==> config.mk <==
export PLATFORM = sky130hd
export DESIGN_NAME = ntt_bf_pe_flat
export DESIGN_NICKNAME = d
export VERILOG_FILES = /design/src/rtl/ntt_bf_pe_if.sv /design/src/rtl/ntt_bf_pe.sv /design/src/flat_wrapper.sv
export SDC_FILE = /design/constraint.sdc
export NUM_CORES = 1
export LEC_CHECK = 0
export BUFFER_PORTS_ARGS = -buffer_cell sky130_fd_sc_hd__buf_2
export CORE_AREA = 2 2 265 267
export CTS_BUF_LIST = sky130_fd_sc_hd__clkbuf_4
export CTS_CLUSTER_DIAMETER = 120
export DETAILED_ROUTE_END_ITERATION = 12
export DIE_AREA = 0 0 267 269
export GPL_ROUTABILITY_DRIVEN = 0
export PLACE_DENSITY = 0.41
export SYNTH_ARGS = -nofsm -noshare
export SYNTH_HDL_FRONTEND = slang
export SYNTH_SLANG_ARGS = --single-unit
export TNS_END_PERCENT = 1
==> constraint.sdc <==
create_clock -name clk -period 27.2 [get_ports clk]
set_input_delay 2.72 -clock clk [delete_from_list [all_inputs] [get_ports clk]]
set_output_delay 2.72 -clock clk [all_outputs]
set_load 0.01 [all_outputs]
==> src/rtl/ntt_bf_pe_if.sv <==
// Stream bus of the butterfly PE: one operand set in, one result pair out per cycle.
interface ntt_bf_pe_if #(
  parameter int DATA_WIDTH = 12
);
  logic                  valid_in;
  logic [1:0]            mode;
  logic [DATA_WIDTH-1:0] u;
  logic [DATA_WIDTH-1:0] v;
  logic [DATA_WIDTH-1:0] w;
  logic                  valid_out;
  logic [DATA_WIDTH-1:0] bf_upper;
  logic [DATA_WIDTH-1:0] bf_lower;

  modport master (
    output valid_in, mode, u, v, w,
    input  valid_out, bf_upper, bf_lower
  );

  modport slave (
    input  valid_in, mode, u, v, w,
    output valid_out, bf_upper, bf_lower
  );
endinterface

==> src/rtl/ntt_bf_pe.sv <==
// Four-stage modular butterfly (add/sub, CT, GS) with Barrett reduction.
// Optional macro NTT_BF_HALF_EN: GS outputs are multiplied by 2^-1 mod Q in S4.
module ntt_bf_pe #(
  parameter int          DATA_WIDTH = 12,
  parameter int          MODULUS    = 3329,
  parameter int unsigned BARRETT_M  = int'((64'd1 << (2 * DATA_WIDTH)) / 64'(MODULUS))
) (
  input  logic        clk,
  input  logic        rst,
  ntt_bf_pe_if.slave  bus
);

  localparam int DW = DATA_WIDTH;
  localparam int PW = 2 * DATA_WIDTH;
  localparam int MW = $clog2(BARRETT_M + 1);

  localparam logic [DW:0]        Q_1 = (DW + 1)'(MODULUS);
  localparam logic [DW+1:0]      Q_2 = (DW + 2)'(MODULUS);
  localparam logic [PW+MW-1:0]   BM  = (PW + MW)'(BARRETT_M);

  typedef enum logic [1:0] {
    MODE_ADD  = 2'b00,
    MODE_CT   = 2'b01,
    MODE_GS   = 2'b10,
    MODE_RSVD = 2'b11
  } mode_e;

  function automatic logic [DW-1:0] mod_add(input logic [DW-1:0] x, input logic [DW-1:0] y);
    logic [DW:0] s;
    s = {1'b0, x} + {1'b0, y};
    if (s >= Q_1) s = s - Q_1;
    return s[DW-1:0];
  endfunction

  // A borrow out of the (DW+1)-bit difference marks a negative result.
  function automatic logic [DW-1:0] mod_sub(input logic [DW-1:0] x, input logic [DW-1:0] y);
    logic [DW:0] s;
    s = {1'b0, x} - {1'b0, y};
    if (s[DW]) s = s + Q_1;
    return s[DW-1:0];
  endfunction

  // q_est undershoots the true quotient by at most 2, so r < 3Q fits in DW+2 bits.
  function automatic logic [DW-1:0] barrett(input logic [PW-1:0] a);
    logic [PW+MW-1:0] am;
    logic [DW+1:0]    q_lo;
    logic [DW+1:0]    r;
    am   = (PW + MW)'(a) * BM;
    q_lo = (DW + 2)'(am >> PW);
    r    = a[DW+1:0] - q_lo * Q_2;
    if (r >= Q_2) r = r - Q_2;
    if (r >= Q_2) r = r - Q_2;
    return r[DW-1:0];
  endfunction

`ifdef NTT_BF_HALF_EN
  function automatic logic [DW-1:0] mod_half(input logic [DW-1:0] x);
    logic [DW:0] s;
    s = {1'b0, x};
    if (x[0]) s = s + Q_1;
    return s[DW:1];
  endfunction
`endif

  // S1 registers
  logic          vld1;
  mode_e         mode1;
  logic [DW-1:0] u1, v1, w1, d1;
  // S2 registers
  logic          vld2;
  mode_e         mode2;
  logic [DW-1:0] u2, v2;
  logic [PW-1:0] p2;
  // S3 registers
  logic          vld3;
  mode_e         mode3;
  logic [DW-1:0] u3, v3, r3;
  // S4 registers
  logic          vld4;
  logic [DW-1:0] upper4, lower4;

  mode_e         mode_in;
  logic [DW-1:0] d_in;
  logic [DW-1:0] mul_a;
  logic [DW-1:0] upper_n, lower_n;

  assign mode_in = mode_e'(bus.mode);
  assign d_in    = (mode_in == MODE_GS) ? mod_sub(bus.u, bus.v) : '0;

  // NOTE: every always_comb output gets a default first so no path can infer a latch.
  always_comb begin
    mul_a = '0;
    case (mode1)
      MODE_CT: mul_a = v1;
      MODE_GS: mul_a = d1;
      default: mul_a = '0;
    endcase
  end

  always_comb begin
    upper_n = mod_sub(u3, v3);
    lower_n = mod_add(u3, v3);
    case (mode3)
      MODE_CT: begin
        upper_n = mod_add(u3, r3);
        lower_n = mod_sub(u3, r3);
      end
      MODE_GS: begin
`ifdef NTT_BF_HALF_EN
        upper_n = mod_half(mod_add(u3, v3));
        lower_n = mod_half(r3);
`else
        upper_n = mod_add(u3, v3);
        lower_n = r3;
`endif
      end
      default: ;
    endcase
  end

  // NOTE: the pipeline is a handful of flops, not a memory, so every stage is reset;
  // this keeps outputs X-free and drops in-flight work on reset.
  // NOTE: sequential state uses non-blocking assignment so all stages shift on the same edge.
  always_ff @(posedge clk or posedge rst) begin
    if (rst) begin
      vld1   <= 1'b0;  mode1 <= MODE_ADD;
      u1     <= '0;    v1    <= '0;  w1 <= '0;  d1 <= '0;
      vld2   <= 1'b0;  mode2 <= MODE_ADD;
      u2     <= '0;    v2    <= '0;  p2 <= '0;
      vld3   <= 1'b0;  mode3 <= MODE_ADD;
      u3     <= '0;    v3    <= '0;  r3 <= '0;
      vld4   <= 1'b0;
      upper4 <= '0;    lower4 <= '0;
    end else begin
      vld1   <= bus.valid_in;
      mode1  <= mode_in;
      u1     <= bus.u;
      v1     <= bus.v;
      w1     <= bus.w;
      d1     <= d_in;

      vld2   <= vld1;
      mode2  <= mode1;
      u2     <= u1;
      v2     <= v1;
      p2     <= PW'(mul_a) * PW'(w1);

      vld3   <= vld2;
      mode3  <= mode2;
      u3     <= u2;
      v3     <= v2;
      r3     <= barrett(p2);

      vld4   <= vld3;
      upper4 <= upper_n;
      lower4 <= lower_n;
    end
  end

  assign bus.valid_out = vld4;
  assign bus.bf_upper  = upper4;
  assign bus.bf_lower  = lower4;

endmodule

==> src/flat_wrapper.sv <==
// flat-port wrapper written by rule: the top's interface ports become plain ports
module ntt_bf_pe_flat 
#(
  parameter int          DATA_WIDTH = 12,
  parameter int          MODULUS    = 3329,
  parameter int unsigned BARRETT_M  = int'((64'd1 << (2 * DATA_WIDTH)) / 64'(MODULUS))
)
  (clk, rst, bus_valid_in, bus_mode, bus_u, bus_v, bus_w, bus_valid_out, bus_bf_upper, bus_bf_lower);
  ntt_bf_pe_if #(.DATA_WIDTH(DATA_WIDTH)) bus_i ();
  input  logic clk;
  input  logic rst;
  input wire logic [$bits(bus_i.valid_in)-1:0] bus_valid_in;
  input wire logic [$bits(bus_i.mode)-1:0] bus_mode;
  input wire logic [$bits(bus_i.u)-1:0] bus_u;
  input wire logic [$bits(bus_i.v)-1:0] bus_v;
  input wire logic [$bits(bus_i.w)-1:0] bus_w;
  output wire logic [$bits(bus_i.valid_out)-1:0] bus_valid_out;
  output wire logic [$bits(bus_i.bf_upper)-1:0] bus_bf_upper;
  output wire logic [$bits(bus_i.bf_lower)-1:0] bus_bf_lower;
  assign bus_i.valid_in = bus_valid_in;
  assign bus_i.mode = bus_mode;
  assign bus_i.u = bus_u;
  assign bus_i.v = bus_v;
  assign bus_i.w = bus_w;
  assign bus_valid_out = bus_i.valid_out;
  assign bus_bf_upper = bus_i.bf_upper;
  assign bus_bf_lower = bus_i.bf_lower;
  ntt_bf_pe #(.DATA_WIDTH(DATA_WIDTH), .MODULUS(MODULUS), .BARRETT_M(BARRETT_M)) u_core (.clk(clk), .rst(rst), .bus(bus_i));
endmodule
# ---- After elaboration in Yosys (flattened, before gate mapping)
# Cells that the tools add are included.
dict set report word_totals {
  reg_bits 166
  input_bits 41
  output_inout_bits 25
  word_cells 55
}
dict set report op_classes {
  addsub 13
  multipliers 3
  magnitude_cmp 4
  n_eq_ne 5
  mux 11
}
# cell n
set ops {}
lappend ops {{two-way mux 12 bit} 7}
lappend ops {{one-hot mux 12 bit (2 select lines)} 3}
lappend ops {{subtractor 12 x 12 -> 13 bit} 3}
lappend ops {{multiplier 24 x 13 -> 37 bit, second input constant} 1}
lappend ops {{adder 12 bit, second input constant} 3}
lappend ops {{subtractor 12 bit, second input constant} 3}
lappend ops {{>= comparator 14 x 12 -> 1 bit, second input constant} 2}
lappend ops {{adder 12 x 12 -> 13 bit} 2}
lappend ops {{>= comparator 13 x 12 -> 1 bit, second input constant} 2}
lappend ops {{multiplier 12 x 12 -> 24 bit} 1}
lappend ops {{multiplier 13 x 12 -> 14 bit, second input constant} 1}
lappend ops {{two-way mux 14 bit} 1}
lappend ops {{subtractor 14 x 12 -> 14 bit, second input constant} 1}
lappend ops {{subtractor 14 bit} 1}
lappend ops {{== test 2 bit, second input constant} 3}
lappend ops {{== test 2 x 1 -> 1 bit, second input constant} 2}

# ---- Logic depth before layout (Yosys ltp)
# Gate-level depths: netlist of run 1.
dict set report logic_depth {
  ltp_word 7
  ltp_mapped 48
  mapped_depth_nobuf 47
}

# ---- Worst setup path before layout of run 1
# No wires, ideal clock.
dict set report synth_path {
  path_type {reg2reg}
  startpoint {reg u_core.p2[9]}
  endpoint {reg u_core.r3[3]}
  arrival_ns 10.740
  required_ns 27.067
  slack_ns 16.327
  path_stages_with_launch 43
  synth_period_minus_slack_ns 10.873
  cell_sequence {dfrtp_1 fa_1 fa_1 fa_1 fa_1 inv_1 fa_1 inv_1 ha_1 a211oi_1 o21ai_1 a32oi_1 o21ai_1 o41ai_1 nand2b_1 nor2b_1 nor2b_1 o21a_1 (+7 left out) ha_1 fa_1 fa_1 inv_1 ha_1 inv_1 a211oi_1 a221oi_1 xnor2_1 xnor3_1 mux2_4 nor3_2 o211ai_1 or3_4 o41ai_4 nor3b_1 o21ai_0 o211ai_1}
}
dict set report synth_between {
  elab_chain_cells 7
  elab_cells_between_ends 9
  cone_classes {3 x add/sub; 2 x mul; 2 x order compare; 2 x mux}
}
# element line
set synth_lines {}
lappend synth_lines {{from (decl)} ntt_bf_pe.sv:73} ;# logic [PW-1:0] p2;
lappend synth_lines {{from (signal assigned)} ntt_bf_pe.sv:146} ;# p2 <= PW'(mul_a) * PW'(w1);
lappend synth_lines {{multiplier 24 x 13 -> 37 bit} ntt_bf_pe.sv:48} ;# am = (PW + MW)'(a) * BM;
lappend synth_lines {{multiplier 13 x 12 -> 14 bit} ntt_bf_pe.sv:50} ;# r = a[DW+1:0] - q_lo * Q_2;
lappend synth_lines {{subtractor 14 bit *} ntt_bf_pe.sv:50}
lappend synth_lines {{subtractor 14 x 12 -> 14 bit / >= comparator 14 x 12 -> 1 bit (equally long branches)} ntt_bf_pe.sv:51} ;# if (r >= Q_2) r = r - Q_2;
lappend synth_lines {{two-way mux 14 bit *} ntt_bf_pe.sv:51}
lappend synth_lines {{subtractor 12 bit / >= comparator 14 x 12 -> 1 bit (equally long branches)} ntt_bf_pe.sv:52} ;# if (r >= Q_2) r = r - Q_2;
lappend synth_lines {{two-way mux 12 bit *} ntt_bf_pe.sv:52}
lappend synth_lines {{to (signal assigned)} ntt_bf_pe.sv:152} ;# r3 <= barrett(p2);
lappend synth_lines {{to (decl)} ntt_bf_pe.sv:77} ;# logic [DW-1:0] u3, v3, r3;
# Mark *: on every way between the ends. The rest lies on a longest branch, timed or not.

# ---- Final worst setup path of run 1
# Ends and elaborated chain as after synthesis.

==> impl_metrics.yaml, run 1 <==
route:
  drc_errors: 0
  vias: 14500
  drt_iter0_markers: 696
  routed_wl_mm: 51.0
  viasPerCell: 4.57
  final_antenna_net_count: 0
  drtPass1Iterations: 5
  wire_per_inst_um: 16.0
clock_tree:
  cts.reportedPaths.clkPinSlew_ps: 180
  cts_buffer_depth: 2
  cts_tree: "built"
  post-cts-setup-buffers: 0
  cts_num_sinks: 166
  holdBufCountCts: 0
  htreeDepth: 4
  cts_buffers: 17
  cts_resized: 0
  cts-root-buf: "clkbuf_4"
  clk_latency_ps: 670
layout:
  layout_common_cells: "inv_1, ha_1, fa_1"
  multi_input_area_um2: 14700
  seqCellArea_um2: 4150
  fill_cells: 7287
  largest_reg_flops: 24
  final_common_cell: "inv_1"
  drive_above_1_share_pct: 6.22
  layout.nets: 2803
  largest_register: "u_core.p2"
  area_growth_pct: 8.56
min_path:
  min_path_type: "flop to flop"
synth:
  ys_types: 80
  synth_area_per_cell_um2: 9.48
  syn_area_um2: 20600
  syn_inst: 2171
  synth_nets: 2751
  synth_ff_type: "dfrtp_1"
  synth-seq-cells: 166
  synth_edf_count: 0
  async_flop_share_pct: 100
  ys_warn_count: 0
  seq_area_frac_synth_pct: 20.2
global_routing:
  overflow: 0
  track_usage_pct: 14.7
  grt_pass1_vias: 15200
  antenna_found_initial: 2
  grt_start_max_net_pins: 64
  grt_first_pass_wirelength_mm: 82.4
place:
  numPortBuffers: 65
  dp_hpwl_mm: 42.7
outcome:
  status: "finished, final reports clean"
worst_setup_path:
  cp.required_ps: 27770
  cp_max_fo: 14
  cp_slowest_stage_delay_ps: 640
  worstSetupPathType: "flop to flop"
  slowest_stage: "fa_1"
  cp.arrival_ps: 12550
  start_kind: "flop"
  end_kind: "flop"
  crit_top_cell: "fa_1"
timing:
  clock_skew_ps: 32.7
  relSlewSlack_pct: 21.0
  post-route-min-period_ps: 11980
  setup_viol: 0
  fmax_mhz: 83.5
  tightest_slew_ps: 1180
  tns_ps: 0
  rsz0062_at_grt: "no"
  slew_violations: 0
  finalHoldViolCount: 0
  period_share_pct: 44.0
floorplanning:
  die_area_um2: 71800
  die_x_um: 267
  rows: 97
  die_h_um: 269
  start_util_pct: 29.7
  io_pins: 66
  fp.coreArea_um2: 69300
flow_run:
  maxCapViolCount: 0
[cell usage after synthesis (3+ instances only)]
cell type / n / share of area, %
mux2_2: 4 / 0.22
nand2b_1: 16 / 0.49
o31ai_1: 5 / 0.18
a31o_2: 3 / 0.13
a211o_1: 3 / 0.13
and2_1: 52 / 1.6
o21ai_0: 59 / 1.4
a211oi_1: 15 / 0.55
clkbuf_1: 43 / 0.78
a32oi_1: 7 / 0.30
a22oi_1: 21 / 0.77
nor2b_1: 15 / 0.46
a21boi_0: 8 / 0.29
o21ai_1: 14 / 0.34
dfrtp_1: 166 / 20
o21a_1: 18 / 0.66
inv_1: 414 / 7.6
o41ai_1: 4 / 0.17
o211ai_1: 8 / 0.29
and3_1: 14 / 0.43
a21o_1: 24 / 0.88
or4_1: 5 / 0.18
o221ai_1: 3 / 0.13
or2_2: 3 / 0.091
xor2_1: 43 / 1.8
fa_1: 240 / 23
nand3_1: 26 / 0.63
nor3b_1: 3 / 0.11
a221oi_1: 11 / 0.47
nand2_1: 184 / 3.4
a2111oi_0: 5 / 0.21
or3_1: 9 / 0.27
o21bai_1: 19 / 0.69
mux2i_1: 6 / 0.29
a31oi_1: 5 / 0.15
o31a_1: 3 / 0.13
nand4_1: 12 / 0.36
buf_2: 3 / 0.073
nor3_1: 23 / 0.56
ha_1: 299 / 18
a21oi_1: 86 / 2.1
xnor2_1: 106 / 4.5
nor2_1: 121 / 2.2
[cell families after synthesis]
family	after synthesis	synth area share, %
AOI/OAI and AO/OA	345	11.3
xor gates and xnor gates	151	6.53
adders and majority gates	539	41.5
buffers and inverters	461	8.43
DFF	166	20.2
muxes	11	0.584
and+or+nand+nor	498	11.4
[routing by layer]
metal  GRT usage (%)  wire length (µm)  up-vias  part of all wire (%)
met5               0                 0        -                     0
met4            2.72               556        0                   1.1
met3            2.14              1320       29                   2.6
met2            24.9             24800      169                    49
met1            20.1             24300     7230                    48
li1                -                 -     7121                     -
[metrics by stage]
| step | setup WS [ps] | instances | hold slack, ps | util [%] | area (µm²) |
|---|---|---|---|---|---|
| 2_1_floorplan | 16330 | 2171 | 331 | - | 20600 |
| 3_3_place_gp | 15440 | 3144 | 333 | 31.8 | 22000 |
| 3_5_place_dp | 15310 | 3144 | 335 | 31.8 | 22000 |
| 4_1_cts | 15230 | 3176 | 359 | 32.2 | 22300 |
| 5_1_grt | 14410 | 3182 | 360 | 32.2 | 22300 |
| 6_report | 15220 | 3182 | 353 | 32.2 | 22300 |
[final timing paths]
check	start	to	slack, ps	cells after the start
worst min register to register	u_core.u1[0]	u_core.u2[0]	350	0
worst min-delay path	u_core.u1[0]	u_core.u2[0]	350	0
max in group asynchronous	rst	u_core.mode1[0]	23190	4
worst max register to register	u_core.p2[9]	u_core.r3[3]	15220	44
worst max-delay path	u_core.p2[9]	u_core.r3[3]	15220	44
min in group asynchronous	rst	u_core.bus.bf_lower[5]	2110	2
[critical path, delay by kind of cell (launching register included)]
| family | cells | cell delay, ps |
|---|---|---|
| AO/OA/AOI/OAI | 19 | 4450 |
| XOR/XNOR | 1 | 140 |
| adder cells (fa/ha/maj) | 11 | 4900 |
| buffers and inverters | 5 | 500 |
| flip-flops | 1 | 560 |
| multiplexers | 1 | 110 |
| AND/OR/NAND/NOR | 7 | 1240 |
[final cells by class]
cell class              instances  area share [%]
multi-input cells            1544            65.7
flip-flops and latches        166            18.6
inverters                     414            6.98
well taps                     940            5.27
repair buffers                 80            1.96
clock inverters                15           0.807
clock buffers                  17           0.571
diodes                          6          0.0672
Power of run 1 is not shown: default switching activity piles up to over one toggle a cycle in this logic, so the estimate is an artifact.
==> run 2, diff against run 1 <==
--- a/config.mk
+++ b/config.mk
@@ -5,12 +5,13 @@
 export SDC_FILE = /design/constraint.sdc
 export NUM_CORES = 1
 export LEC_CHECK = 0
+export ABC_AREA = 1
 export BUFFER_PORTS_ARGS = -buffer_cell sky130_fd_sc_hd__buf_2
-export CORE_AREA = 2 2 265 267
+export CORE_AREA = 2 2 270 272
 export CTS_BUF_LIST = sky130_fd_sc_hd__clkbuf_4
 export CTS_CLUSTER_DIAMETER = 120
 export DETAILED_ROUTE_END_ITERATION = 12
-export DIE_AREA = 0 0 267 269
+export DIE_AREA = 0 0 272 274
 export GPL_ROUTABILITY_DRIVEN = 0
 export PLACE_DENSITY = 0.41
 export SYNTH_ARGS = -nofsm -noshare
==> constraint.sdc (replaced) <==
create_clock -name clk -period 11.3 [get_ports clk]
set_input_delay 1.13 -clock clk [delete_from_list [all_inputs] [get_ports clk]]
set_output_delay 1.13 -clock clk [all_outputs]
set_load 0.01 [all_outputs]
==> run 2 against run 1 <==
Against the previous run:
- synthesized cell count rose by 17%
- largest cell class unchanged
- first-iteration DRC count rose by 46%
- via count rose by 9.9%
- global-route usage rose by 0.90 points
- final cell count rose by 12%
- sequential share of layout area fell by 0.57 points
- maximum frequency rose by 12%
- critical endpoint is now u_core.r3[2]
- utilization fell by 0.20 points
- clock-buffer cell count rose by 1
- register-to-register slack got worse by 15000 ps
- worst setup slack got worse by 15000 ps
- sequential cell count did not move
==> impl_metrics.yaml, run 2 <==
worst_setup_path:
  cp.arrival_ps: 11280
  r2r-start: "u_core.p2[11]"
  cp.required_ps: 11910
  end_kind: "flop"
  cp_max_fo: 20
  worstSetupPathType: "flop to flop"
  reg2reg_depth: 41
  slowest_stage: "dfrtp_1"
  cp_slowest_stage_delay_ps: 670
  start_kind: "flop"
  r2r-end: "u_core.r3[2]"
  crit_top_cell: "fa_1"
  regToRegSetupSlack_ps: 620
layout:
  final_common_cell: "inv_1"
  fill_cells: 7630
  area_growth_pct: 8.13
  layout.cells.non_filler: 3569
  drive_above_1_share_pct: 6.64
  layout.nets: 3173
  layout_common_cells: "inv_1, nand2_1, ha_1"
  largest_register: "u_core.p2"
  largest_reg_flops: 24
  final_area_um2: 23000
synth:
  synthAdderAreaFrac_pct: 40.1
  synth_ff_type: "dfrtp_1"
  syn_inst: 2533
  synth_top_family_by_area: "adder cells"
  synth_compound_gate_area_share_pct: 9.00
  synth_area_per_cell_um2: 8.42
  synth_top_cell_by_area: "fa_1"
  muxShareOfSynthArea_pct: 0
  async_flop_share_pct: 100
  synth-seq-cells: 166
  syn_area_um2: 21300
  synth_top_cell_area_share_pct: 22.5
  ys_types: 59
  seq_area_frac_synth_pct: 19.5
  synth-simple-area-share_pct: 15.4
  synth_common_cells: "inv_1, nand2_1, ha_1, fa_1, dfrtp_1"
  synth_most_common_cell: "inv_1"
  ys_top_cells_by_area: "fa_1, dfrtp_1, ha_1, inv_1, nand2_1"
  synth-xor-area-share_pct: 4.95
  ys_warn_count: 0
  synth_edf_count: 0
  synth_nets: 3113
route:
  routed_wl_mm: 55.8
  wire_per_inst_um: 15.6
  vias: 16000
  drtPass1Iterations: 5
  drt_iter0_markers: 1018
  viasPerCell: 4.48
  drc_errors: 0
  final_antenna_net_count: 0
place:
  place_inst: 3533
  placed_cell_area_um2: 22800
  dp_hpwl_mm: 47.9
  numPortBuffers: 65
timing:
  setup_viol: 0
  slew_violations: 0
  clock_skew_ps: 29.3
  hold_ws_ps: 337
  period_share_pct: 94.5
  post-route-min-period_ps: 10680
  fmax_mhz: 93.7
  finalHoldViolCount: 0
  tns_ps: 0
  tightest_slew_ps: 879
  relSlewSlack_pct: 41.1
  rsz0062_at_grt: "no"
global_routing:
  antenna_found_initial: 3
  track_usage_pct: 15.6
  grt_pass1_vias: 16700
  overflow: 0
  grt_first_pass_wirelength_mm: 90.6
  grt_start_max_net_pins: 67
min_path:
  min_to: "u_core.u3[4]"
  hp-start: "u_core.u2[4]"
  min_path_type: "flop to flop"
  min_path_cells: 0
floorplanning:
  io_pins: 66
  rows: 99
  die_h_um: 274
  fp.coreArea_um2: 72000
  die_area_um2: 74500
  die_x_um: 272
  start_util_pct: 29.6
clock_tree:
  cts-root-buf: "clkbuf_4"
  cts_tree: "built"
  holdBufCountCts: 0
  cts_resized: 0
  cts_buffers: 17
  post-cts-setup-buffers: 0
  cts_buffer_depth: 2
  clk_latency_ps: 730
  htreeDepth: 4
  cts.reportedPaths.clkPinSlew_ps: 170
  cts_num_sinks: 166
outcome:
  status: "finished, final reports clean"
flow_run:
  maxCapViolCount: 0
-- run 2: per-layer routing --
metal | vias up | routed length, µm | GRT usage, % | share of wire (%)
met2 | 223 | 26400 | 25.6 | 47
li1 | 7967 | - | - | -
met5 | - | 0 | 0 | 0
met3 | 30 | 1580 | 2.15 | 2.8
met4 | 0 | 520 | 2.72 | 0.93
met1 | 7768 | 27300 | 22.1 | 49
-- run 2: worst max path at each step --
stage,depth (start not counted),slack (ps),from,end
floorplan,42,2060,u_core.p2[8],u_core.r3[2]
global placement,43,550,u_core.p2[13],u_core.r3[2]
detailed placement,43,400,u_core.p2[13],u_core.r3[2]
CTS,43,290,u_core.p2[13],u_core.r3[2]
global route,41,9,u_core.p2[9],u_core.r3[11]
finish,41,620,u_core.p2[11],u_core.r3[2]
-- run 2: area by class of cell --
cell class / instances / area (µm²) / area share [%]
inverter: 591 / 2220 / 9.65
clock buffer: 18 / 135 / 0.586
clock inverter: 14 / 141 / 0.613
timing repair buffer: 70 / 363 / 1.57
antenna: 4 / 10.0 / 0.0434
sequential: 166 / 4160 / 18.0
multi-input combinational: 1747 / 14800 / 64.3
tap: 959 / 1200 / 5.21
-- run 2: critical path: cells and delay by family, from the launching register on --
kind	cells	cell delay (ps)
adders and majority gates	12	5440
and+or+nand+nor	16	2330
AOI/OAI and AO/OA	7	1270
DFF	1	670
xor gates and xnor gates	1	480
buffers and inverters	5	360
-- run 2: cell families (layout without fill, tap and decap cells) --
family          after synthesis  in the layout
simple gates                774            774
buf+inv                     620            693
fa+ha+maj                   539            539
compound gates              319            319
flops                       166            166
xor+xnor                    115            115
other cells                   0              4
-- run 2: per-stage QoR --
| step | utilization, % | worst slack (ps) |
|---|---|---|
| floorplan | - | 2060 |
| global placement | 31.6 | 552 |
| detailed placement | 31.6 | 401 |
| CTS | 32.0 | 293 |
| global route | 32.0 | 9.18 |
| finish | 32.0 | 623 |
Power of run 2 is left out for the same reason.
==> run 3, diff against run 2 <==
--- a/config.mk
+++ b/config.mk
@@ -13,6 +13,7 @@
 export DETAILED_ROUTE_END_ITERATION = 12
 export DIE_AREA = 0 0 272 274
 export GPL_ROUTABILITY_DRIVEN = 0
+export MAX_ROUTING_LAYER = met4
 export PLACE_DENSITY = 0.41
 export SYNTH_ARGS = -nofsm -noshare
 export SYNTH_HDL_FRONTEND = slang
==> run 3 against run 2 <==
Against the previous run:
- die area unchanged
- design area is essentially flat
- utilization about the same
- sequential share of layout area about the same
- clock-buffer cell count unchanged
- register-to-register slack gained 50 ps
- largest cell class unchanged
==> impl_metrics.yaml, run 3 (synthesis gave the netlist of run 2 again) <==
timing:
  tns_ps: 0
  tightest_slew_ps: 874
  slew_violations: 0
  period_share_pct: 94.0
  post-route-min-period_ps: 10630
  clock_skew_ps: 34.9
  fmax_mhz: 94.1
  rsz0062_at_grt: "no"
  finalHoldViolCount: 0
  setup_viol: 0
  relSlewSlack_pct: 41.0
global_routing:
  track_usage_pct: 16.1
  grt_pass1_vias: 16700
  grt_first_pass_wirelength_mm: 90.7
  overflow: 0
  antenna_found_initial: 3
  use_met3_pct: 2.04
  met1_usage_pct: 22.2
  grt_start_max_net_pins: 67
  busiest_layer: "met2"
  grt_use_met2_pct: 25.6
clock_tree:
  clk_latency_ps: 730
  post-cts-setup-buffers: 0
  holdBufCountCts: 0
  cts_tree: "built"
  cts_num_sinks: 166
  cts_buffer_depth: 2
  htreeDepth: 4
  cts.reportedPaths.clkPinSlew_ps: 170
  cts_resized: 0
  cts_buffers: 17
  cts-root-buf: "clkbuf_4"
route:
  drc_errors: 0
  final_antenna_net_count: 0
  drtPass1Iterations: 5
  routed_wl_mm: 55.8
  drt_iter0_markers: 1015
  wire_per_inst_um: 15.6
  viasPerCell: 4.48
  vias: 16000
layout:
  final_common_cell: "inv_1"
  drive_above_1_share_pct: 6.64
  seqCellArea_um2: 4160
  final_area_um2: 23000
  layout_common_cells: "inv_1, nand2_1, ha_1"
  area_growth_pct: 8.11
  layout.nets: 3173
  largest_reg_flops: 24
  largest_register: "u_core.p2"
  multi_input_area_um2: 14800
  fill_cells: 7629
floorplanning:
  fp.coreArea_um2: 72000
  die_area_um2: 74500
  rows: 99
  start_util_pct: 29.6
  die_h_um: 274
  die_x_um: 272
  io_pins: 66
place:
  placed_cell_area_um2: 22800
  numPortBuffers: 65
  dp_hpwl_mm: 47.9
worst_setup_path:
  cp_max_fo: 20
  cp.required_ps: 11900
  cp_slowest_stage_delay_ps: 670
  start_kind: "flop"
  crit_family: "adder cells"
  cp.arrival_ps: 11230
  slowest_stage: "dfrtp_1"
  cp_num_buf_inv: 5
  end_kind: "flop"
  worstSetupPathType: "flop to flop"
  crit_top_cell: "fa_1"
min_path:
  min_path_type: "flop to flop"
outcome:
  status: "finished, final reports clean"
flow_run:
  maxCapViolCount: 0
-- run 3: worst register-to-register path: cells and delay by family (launching register included) --
kind	cells	cell delay, ps
buffers and inverters	5	360
adders and majority gates	12	5450
DFF	1	670
and+or+nand+nor	16	2320
AOI/OAI and AO/OA	7	1260
xor gates and xnor gates	1	470
-- run 3: metrics by stage --
| step | hold slack [ps] | worst slack [ps] | std cells | util (%) |
|---|---|---|---|---|
| 2_1_floorplan | 331 | 2060 | 2533 | - |
| 3_3_place_gp | 333 | 552 | 3533 | 31.6 |
| 3_5_place_dp | 335 | 401 | 3533 | 31.6 |
| 4_1_cts | 347 | 293 | 3565 | 32.0 |
| 5_1_grt | 375 | 8.78 | 3567 | 32.0 |
| 6_report | 340 | 673 | 3567 | 32.0 |
-- run 3: path summary, 6_finish.rpt --
check | slack (ps) | to | depth (start not counted) | from
setup / recovery | 670 | u_core.r3[2] | 41 | u_core.p2[11]
hold / removal | 340 | u_core.u3[4] | 0 | u_core.u2[4]
setup reg to reg | 670 | u_core.r3[2] | 41 | u_core.p2[11]
hold reg to reg | 340 | u_core.u3[4] | 0 | u_core.u2[4]
max in group asynchronous | 8980 | u_core.u2[10] | 4 | rst
min in group asynchronous | 510 | u_core.bus.bf_upper[1] | 2 | rst
-- run 3: area by class of cell --
type	count	share of cell area [%]
timing repair buffer	70	1.57
antenna	2	0.0217
sequential	166	18.0
tap	959	5.21
multi-input combinational	1747	64.3
clock buffer	18	0.586
clock inverter	14	0.614
inverter	591	9.65
-- run 3: routing by layer --
metal,vias to the layer above,wire length [µm]
met5,-,0
met4,0,539
met3,35,1580
met2,206,26300
met1,7766,27400
li1,7964,-
Power of run 3 is left out for the same reason.
